--- src/rtl/alu_mc.sv ---
// Multi-cycle 74181-style ALU with iterative unsigned multiply and restoring divide.
// Latency from start: ALU and divide-by-zero 2 cycles, MUL/DIV WIDTH+2 cycles; operand loads are ignored while busy.
module alu_mc #(
    parameter int WIDTH  = 16,
    parameter int FLAG_W = 16
) (
    input  logic              clk,
    input  logic              rst_n,
    input  logic [WIDTH-1:0]  data,
    input  logic              LDDR1,
    input  logic              LDDR2,
    input  logic              LDCN,
    input  logic [3:0]        S,
    input  logic              M,
    input  logic [1:0]        mode,
    input  logic              start,
    output logic              busy,
    output logic              done,
    output logic [WIDTH-1:0]  F,
    output logic [WIDTH-1:0]  F_hi,
    output logic [FLAG_W-1:0] flag,
    output logic [WIDTH-1:0]  A,
    output logic [WIDTH-1:0]  B,
    output logic              CN
);

    localparam int NSL = WIDTH / 4;
    localparam int CW  = $clog2(WIDTH + 1);
    localparam logic [CW-1:0] LAST = CW'(WIDTH);

    typedef enum logic [2:0] {IDLE, ALU, MUL, DIV, DONE} state_t;

    state_t           state, state_nx;
    logic [WIDTH-1:0] wa, wb, hi, lo;
    logic             wcn, wm;
    logic [3:0]       ws;
    logic [CW-1:0]    cnt;

    logic [WIDTH-1:0] t1, t2, alu_f;
    logic [NSL:0]     c;
    logic [4:0]       sl;
    logic             alu_c, alu_v;
    logic [WIDTH:0]   mul_sum, div_tmp;
    logic [WIDTH-1:0] div_sub;
    logic             div_ge;

    function automatic logic [FLAG_W-1:0] pack_flag(input logic dz, input logic v,
                                                    input logic n, input logic z,
                                                    input logic cy);
        logic [FLAG_W-1:0] f;
        f      = '0;
        f[4:0] = {dz, v, n, z, cy};
        return f;
    endfunction

    assign busy = (state == ALU) || (state == MUL) || (state == DIV);
    assign done = (state == DONE);

    // 74181 internal terms: arithmetic is t1 + t2 + cn, logic is ~(t1 ^ t2)
    always_comb begin
        t1 = wa | (wb & {WIDTH{ws[0]}}) | (~wb & {WIDTH{ws[1]}});
        t2 = (wa & ~wb & {WIDTH{ws[2]}}) | (wa & wb & {WIDTH{ws[3]}});
        c     = '0;
        c[0]  = wcn;
        sl    = '0;
        alu_f = '0;
        for (int i = 0; i < NSL; i++) begin
            sl = {1'b0, t1[i*4 +: 4]} + {1'b0, t2[i*4 +: 4]} + {4'b0, c[i]};
            c[i+1]         = sl[4];
            alu_f[i*4 +: 4] = sl[3:0];
        end
        if (wm) begin
            alu_f = ~(t1 ^ t2);
        end
        alu_c = wm ? 1'b0 : c[NSL];
        alu_v = 1'b0;
        if (!wm && ws == 4'b1001) begin
            alu_v = (wa[WIDTH-1] == wb[WIDTH-1]) && (alu_f[WIDTH-1] != wa[WIDTH-1]);
        end else if (!wm && ws == 4'b0110) begin
            alu_v = (wa[WIDTH-1] != wb[WIDTH-1]) && (alu_f[WIDTH-1] != wa[WIDTH-1]);
        end
    end

    always_comb begin
        mul_sum = {1'b0, hi} + (lo[0] ? {1'b0, wb} : '0);
        div_tmp = {hi, lo[WIDTH-1]};
        div_ge  = (div_tmp >= {1'b0, wb});
        div_sub = div_tmp[WIDTH-1:0] - wb;
    end

    always_comb begin
        state_nx = state;
        case (state)
            IDLE: begin
                if (start) begin
                    case (mode)
                        2'b01:   state_nx = MUL;
                        2'b10:   state_nx = DIV;
                        default: state_nx = ALU;
                    endcase
                end
            end
            ALU:     state_nx = DONE;
            MUL:     if (cnt == LAST) state_nx = DONE;
            DIV:     if (wb == '0 || cnt == LAST) state_nx = DONE;
            DONE:    state_nx = IDLE;
            default: state_nx = IDLE;
        endcase
    end

    always_ff @(posedge clk or negedge rst_n) begin
        if (!rst_n) begin
            state <= IDLE;
        end else begin
            state <= state_nx;
        end
    end

    always_ff @(posedge clk or negedge rst_n) begin
        if (!rst_n) begin
            A    <= '0;
            B    <= '0;
            CN   <= 1'b0;
            F    <= '0;
            F_hi <= '0;
            flag <= '0;
            wa   <= '0;
            wb   <= '0;
            wcn  <= 1'b0;
            ws   <= '0;
            wm   <= 1'b0;
            hi   <= '0;
            lo   <= '0;
            cnt  <= '0;
        end else begin
            if (!busy) begin
                if (LDDR1) A  <= data;
                if (LDDR2) B  <= data;
                if (LDCN)  CN <= data[0];
            end
            case (state)
                IDLE: begin
                    // Snapshot uses pre-edge operands, so a same-cycle load does not leak in
                    if (start) begin
                        wa  <= A;
                        wb  <= B;
                        wcn <= CN;
                        ws  <= S;
                        wm  <= M;
                        hi  <= '0;
                        lo  <= A;
                        cnt <= '0;
                    end
                end
                ALU: begin
                    F    <= alu_f;
                    F_hi <= '0;
                    flag <= pack_flag(1'b0, alu_v, alu_f[WIDTH-1], alu_f == '0, alu_c);
                end
                MUL: begin
                    if (cnt != LAST) begin
                        {hi, lo} <= {mul_sum, lo[WIDTH-1:1]};
                        cnt      <= cnt + CW'(1);
                    end else begin
                        F    <= lo;
                        F_hi <= hi;
                        flag <= pack_flag(1'b0, 1'b0, 1'b0, {hi, lo} == '0, hi != '0);
                    end
                end
                DIV: begin
                    if (wb == '0) begin
                        F    <= '1;
                        F_hi <= wa;
                        flag <= pack_flag(1'b1, 1'b0, 1'b0, 1'b0, 1'b0);
                    end else if (cnt != LAST) begin
                        hi  <= div_ge ? div_sub : div_tmp[WIDTH-1:0];
                        lo  <= {lo[WIDTH-2:0], div_ge};
                        cnt <= cnt + CW'(1);
                    end else begin
                        F    <= lo;
                        F_hi <= hi;
                        flag <= pack_flag(1'b0, 1'b0, 1'b0, lo == '0, 1'b0);
                    end
                end
                default: ;
            endcase
        end
    end

endmodule

--- config.mk ---
export PLATFORM = sky130hd
export DESIGN_NAME = alu_mc
export DESIGN_NICKNAME = d
export VERILOG_FILES = /design/src/rtl/alu_mc.sv
export SDC_FILE = /design/constraint.sdc
export NUM_CORES = 1
export LEC_CHECK = 0
export ABC_AREA = 1
export BUFFER_PORTS_ARGS = -buffer_cell sky130_fd_sc_hd__buf_2
export CELL_PAD_IN_SITES_DETAIL_PLACEMENT = 0
export CELL_PAD_IN_SITES_GLOBAL_PLACEMENT = 2
export CORE_UTILIZATION = 31
export CTS_CLUSTER_DIAMETER = 150
export CTS_CLUSTER_SIZE = 8
export DETAILED_ROUTE_END_ITERATION = 7
export PLACE_DENSITY_LB_ADDON = 0.1
export SLEW_MARGIN = 20
export SYNTH_ARGS = -nofsm -noshare
export SYNTH_HDL_FRONTEND = slang
export SYNTH_SLANG_ARGS = --single-unit
--- constraint.sdc ---
create_clock -name clk -period 4.8 [get_ports clk]
set_input_delay 0.72 -clock clk [delete_from_list [all_inputs] [get_ports clk]]
set_output_delay 0.72 -clock clk [all_outputs]
set_load 0.03 [all_outputs]
==> impl_metrics.csv <==
group,metric,value,unit
routing,dr.pass1.iters,5,
finish,drive_gt1_share,15.7,%
global_routing,track_usage,24.8,%
routing,vias,9842,
die,fp.dieW,184,um
setup_path,reg2reg_depth,25,
clock_tree,cts_tree,"yes",
global_routing,grt_pass1_vias,9597,
finish,syn2layout_area_growth,17.1,%
yosys,yosysUniqueCellTypes,47,
yosys,syn_inst,1439,
yosys,synth_edf_count,0,
die,start_util,31.4,%
global_routing,grt_use_met1,36.5,%
routing,ant_nets,0,
clock_tree,cts-htree-levels,4,
setup_path,crit_fanout,4,
setup_path,path_class,"flip-flop to flip-flop",
yosys,yosys_register_bits,148,
die,die_h,184,um
setup_path,worstPathArrival,5.17,ns
global_routing,grt-ovfl-total,0,
sta,finalSetupViolations,1,
global_routing,grt_util_met3,4.95,%
sta,relSlewSlack,37.5,%
yosys,yosysSeqAreaShare,36.2,%
global_routing,gr-usage-met2,37.2,%
place,port_buffers,100,
yosys,synth_area,10200,um^2
clock_tree,hold_buffers,0,
yosys,yosysWarningCount,0,
worst_hold_path,min_path_type,"primary input to asynchronous set/reset pin",
sta,period_needed,4.85,ns
sta,holdWs,0.333,ns
die,boundaryPins,112,
sta,fmaxAchievable,206,MHz
outcome,status,"complete, but fails checks",
sta,tightest_slew,0.938,ns
pwr,p_leak,0.00620,uW
sta,skew,0.0178,ns
clock_tree,clockBufferDepth,2,
sta,slew_violations,0,
global_routing,grt_pass1_wl,61100,um
die,die_area,33700,um^2
global_routing,antenna_found_initial,0,
setup_path,worst-r2r-setup-slack,-0.05,ns
routing,drt-initial-drc-count,722,
global_routing,top_usage_layer,"met2",
setup_path,setup.worst_path.start,"wb[0]",
place,pre_cts_ws,-0.204,ns
outcome,failed_checks,"setup timing",
finish,fin_nets,1636,
clock_tree,clk_pin_slew,0.07,ns
setup_path,required,5.12,ns
finish,antennaDiodeCount,0,
yosys,synthArstFlopShare,100,%
sta,hold_viol,0,
finish,final_cell_mix,"nand2_1 (418), inv_1 (164), dfrtp_1 (148)",
routing,routed_wl,40200,um
clock_tree,cts.sinks,148,
die,core_area,32500,um^2
setup_path,crit_end,"flag[1]",
routing,drcViolationCount,0,
yosys,syn_area_per_cell,7.11,um^2
die,num_rows,66,
pwr,powerDensity,888,nW/um^2
place,dp_hpwl,31900,um
clock_tree,insertion_delay,0.45,ns
clock_tree,cts_buffers,17,
sta,rsz0062_at_grt,"yes",
finish,mostFrequentLayoutCell,"nand2_1",
sta,worst_slack,-0.0454,ns
clock_tree,cts_root_buf,"clkbuf_16",
pwr,ir_drop,0.000388,V
global_routing,grt_max_degree,94,
routing,viasPerCell,4.92,
setup_path,r2r_end,"flag[1]",
sta,period_share,101,%
routing,avgRoutedWirePerCell,20.1,um
place,place_congestion,0.887,
finish,n_fill_cell,3658,
flow_run,maxCapViolCount,0,
yosys,synth-main-ff-cell,"dfrtp_1",
setup_path,start_kind,"flip-flop",
setup_path,rr_startpoint,"wb[0]",
setup_path,worstSetupEndpointType,"flip-flop",
worst max-delay path, stage by stage, from the launching register on:
cell and delay, ns:
dfrtp_1 0.44, a21oi_2 0.17, o21ai_2 0.08, fa_2 0.39
inv_2 0.08, fa_2 0.20, o21ai_2 0.07, fa_2 0.38
fa_2 0.37, a21oi_2 0.12, o21bai_1 0.09, fa_2 0.37
fa_2 0.38, a21oi_2 0.12, o21bai_1 0.10, fa_2 0.38
inv_2 0.06, fa_1 0.40, nand2_1 0.07, nand2_1 0.08
nand3_1 0.09, nor2_1 0.05, nand3_1 0.08, nor2_1 0.05
nand2_1 0.05, a21oi_1 0.05
layout make-up:
cell class,count,area [um^2],share of cell area [%]
Tap cell,442,553,4.62
Multi-Input combinational cell,1048,5560,46.4
Timing Repair Buffer,141,818,6.83
Clock inverter,12,166,1.39
Clock buffer,20,467,3.90
Inverter,188,708,5.91
Sequential cell,148,3700,30.9
how the worst min path moves through the flow:
stage	start	end
6_report	rst_n	F[1]
4_1_cts	rst_n	F[1]
3_3_place_gp	flag[4]	flag[4]
3_5_place_dp	flag[4]	flag[4]
5_1_grt	rst_n	F[1]
2_1_floorplan	rst_n	A[0]
stage by stage:
stage	total power, uW	instances	TNS, ns	cell area [um^2]	util (%)
2_1_floorplan	6740	1449	0	10300	-
3_5_place_dp	9060	1963	-0.771	11300	34.6
3_3_place_gp	9090	1963	-0.308	11300	34.6
6_report	10600	1999	-0.0454	12000	36.8
4_1_cts	10600	1996	-0.245	11900	36.7
5_1_grt	11600	1999	-1.05	12000	36.8
repair_timing:
action / in CTS / in global routing
gates cloned: 0 / 0
setup endpoints to repair: 6 / 8
pin swaps: 9 / 19
gates resized for setup: 13 / 8
setup buffers: 1 / 3
state kept, by name, indices dropped and copies added (netlist names):
signal and cells:
A 16, B 16, F 16, F_hi 16
hi 16, lo 16, wa 16, wb 16
cnt 5, flag 5, ws 4, state 3
CN 1, wcn 1, wm 1
routing by layer:
metal | vias to the layer above | wire [um] | share of wire, %
met5 | - | 0 | 0
met4 | 0 | 457 | 1.1
met3 | 26 | 2160 | 5.4
met2 | 250 | 17400 | 43
met1 | 4658 | 20200 | 50
li1 | 4908 | - | -
synth_stat cells (2+ instances only):
library cell	n	area, um^2
buf_2	12	60.1
or2_2	4	25.0
nand4_1	17	106
nor2_1	101	379
ha_1	53	663
clkbuf_1	32	120
inv_2	17	63.8
o21ai_1	8	40.0
xnor2_1	7	61.3
and2_1	4	25.0
buf_6	6	67.6
o21bai_1	2	15.0
o22ai_1	10	62.6
o21ai_2	8	70.1
nand2_2	4	25.0
o221ai_1	29	254
buf_4	14	105
nand3_1	80	400
fa_1	10	200
a31oi_2	3	37.5
a21oi_1	90	450
xor2_1	8	70.1
nor3_1	6	30.0
inv_1	169	634
dfrtp_1	148	3700
nand3b_1	5	37.5
mux2i_1	2	20.0
a22oi_1	3	22.5
nand2_4	5	56.3
nor4_1	2	12.5
nand2_1	420	1580
nor2_2	5	31.3
o21ai_0	141	706
kinds of logic after synthesis:
| group | Yosys count | share of synthesized area [%] |
|---|---|---|
| and+or+nand+nor | 655 | 26.6 |
| AOI/OAI and AO/OA | 302 | 16.8 |
| buffers and inverters | 253 | 10.4 |
| DFF | 148 | 36.2 |
| adders and majority gates | 63 | 8.44 |
| xor gates and xnor gates | 15 | 1.28 |
| muxes | 2 | 0.196 |
| other | 1 | 0.0367 |
report_power, final:
group          leakage, uW  switching [uW]  internal, uW
Clock             0.000310             596           870
Combinational      0.00403            4270          2220
Sequential         0.00186             864          1810
(Power assumes the default switching activity.)
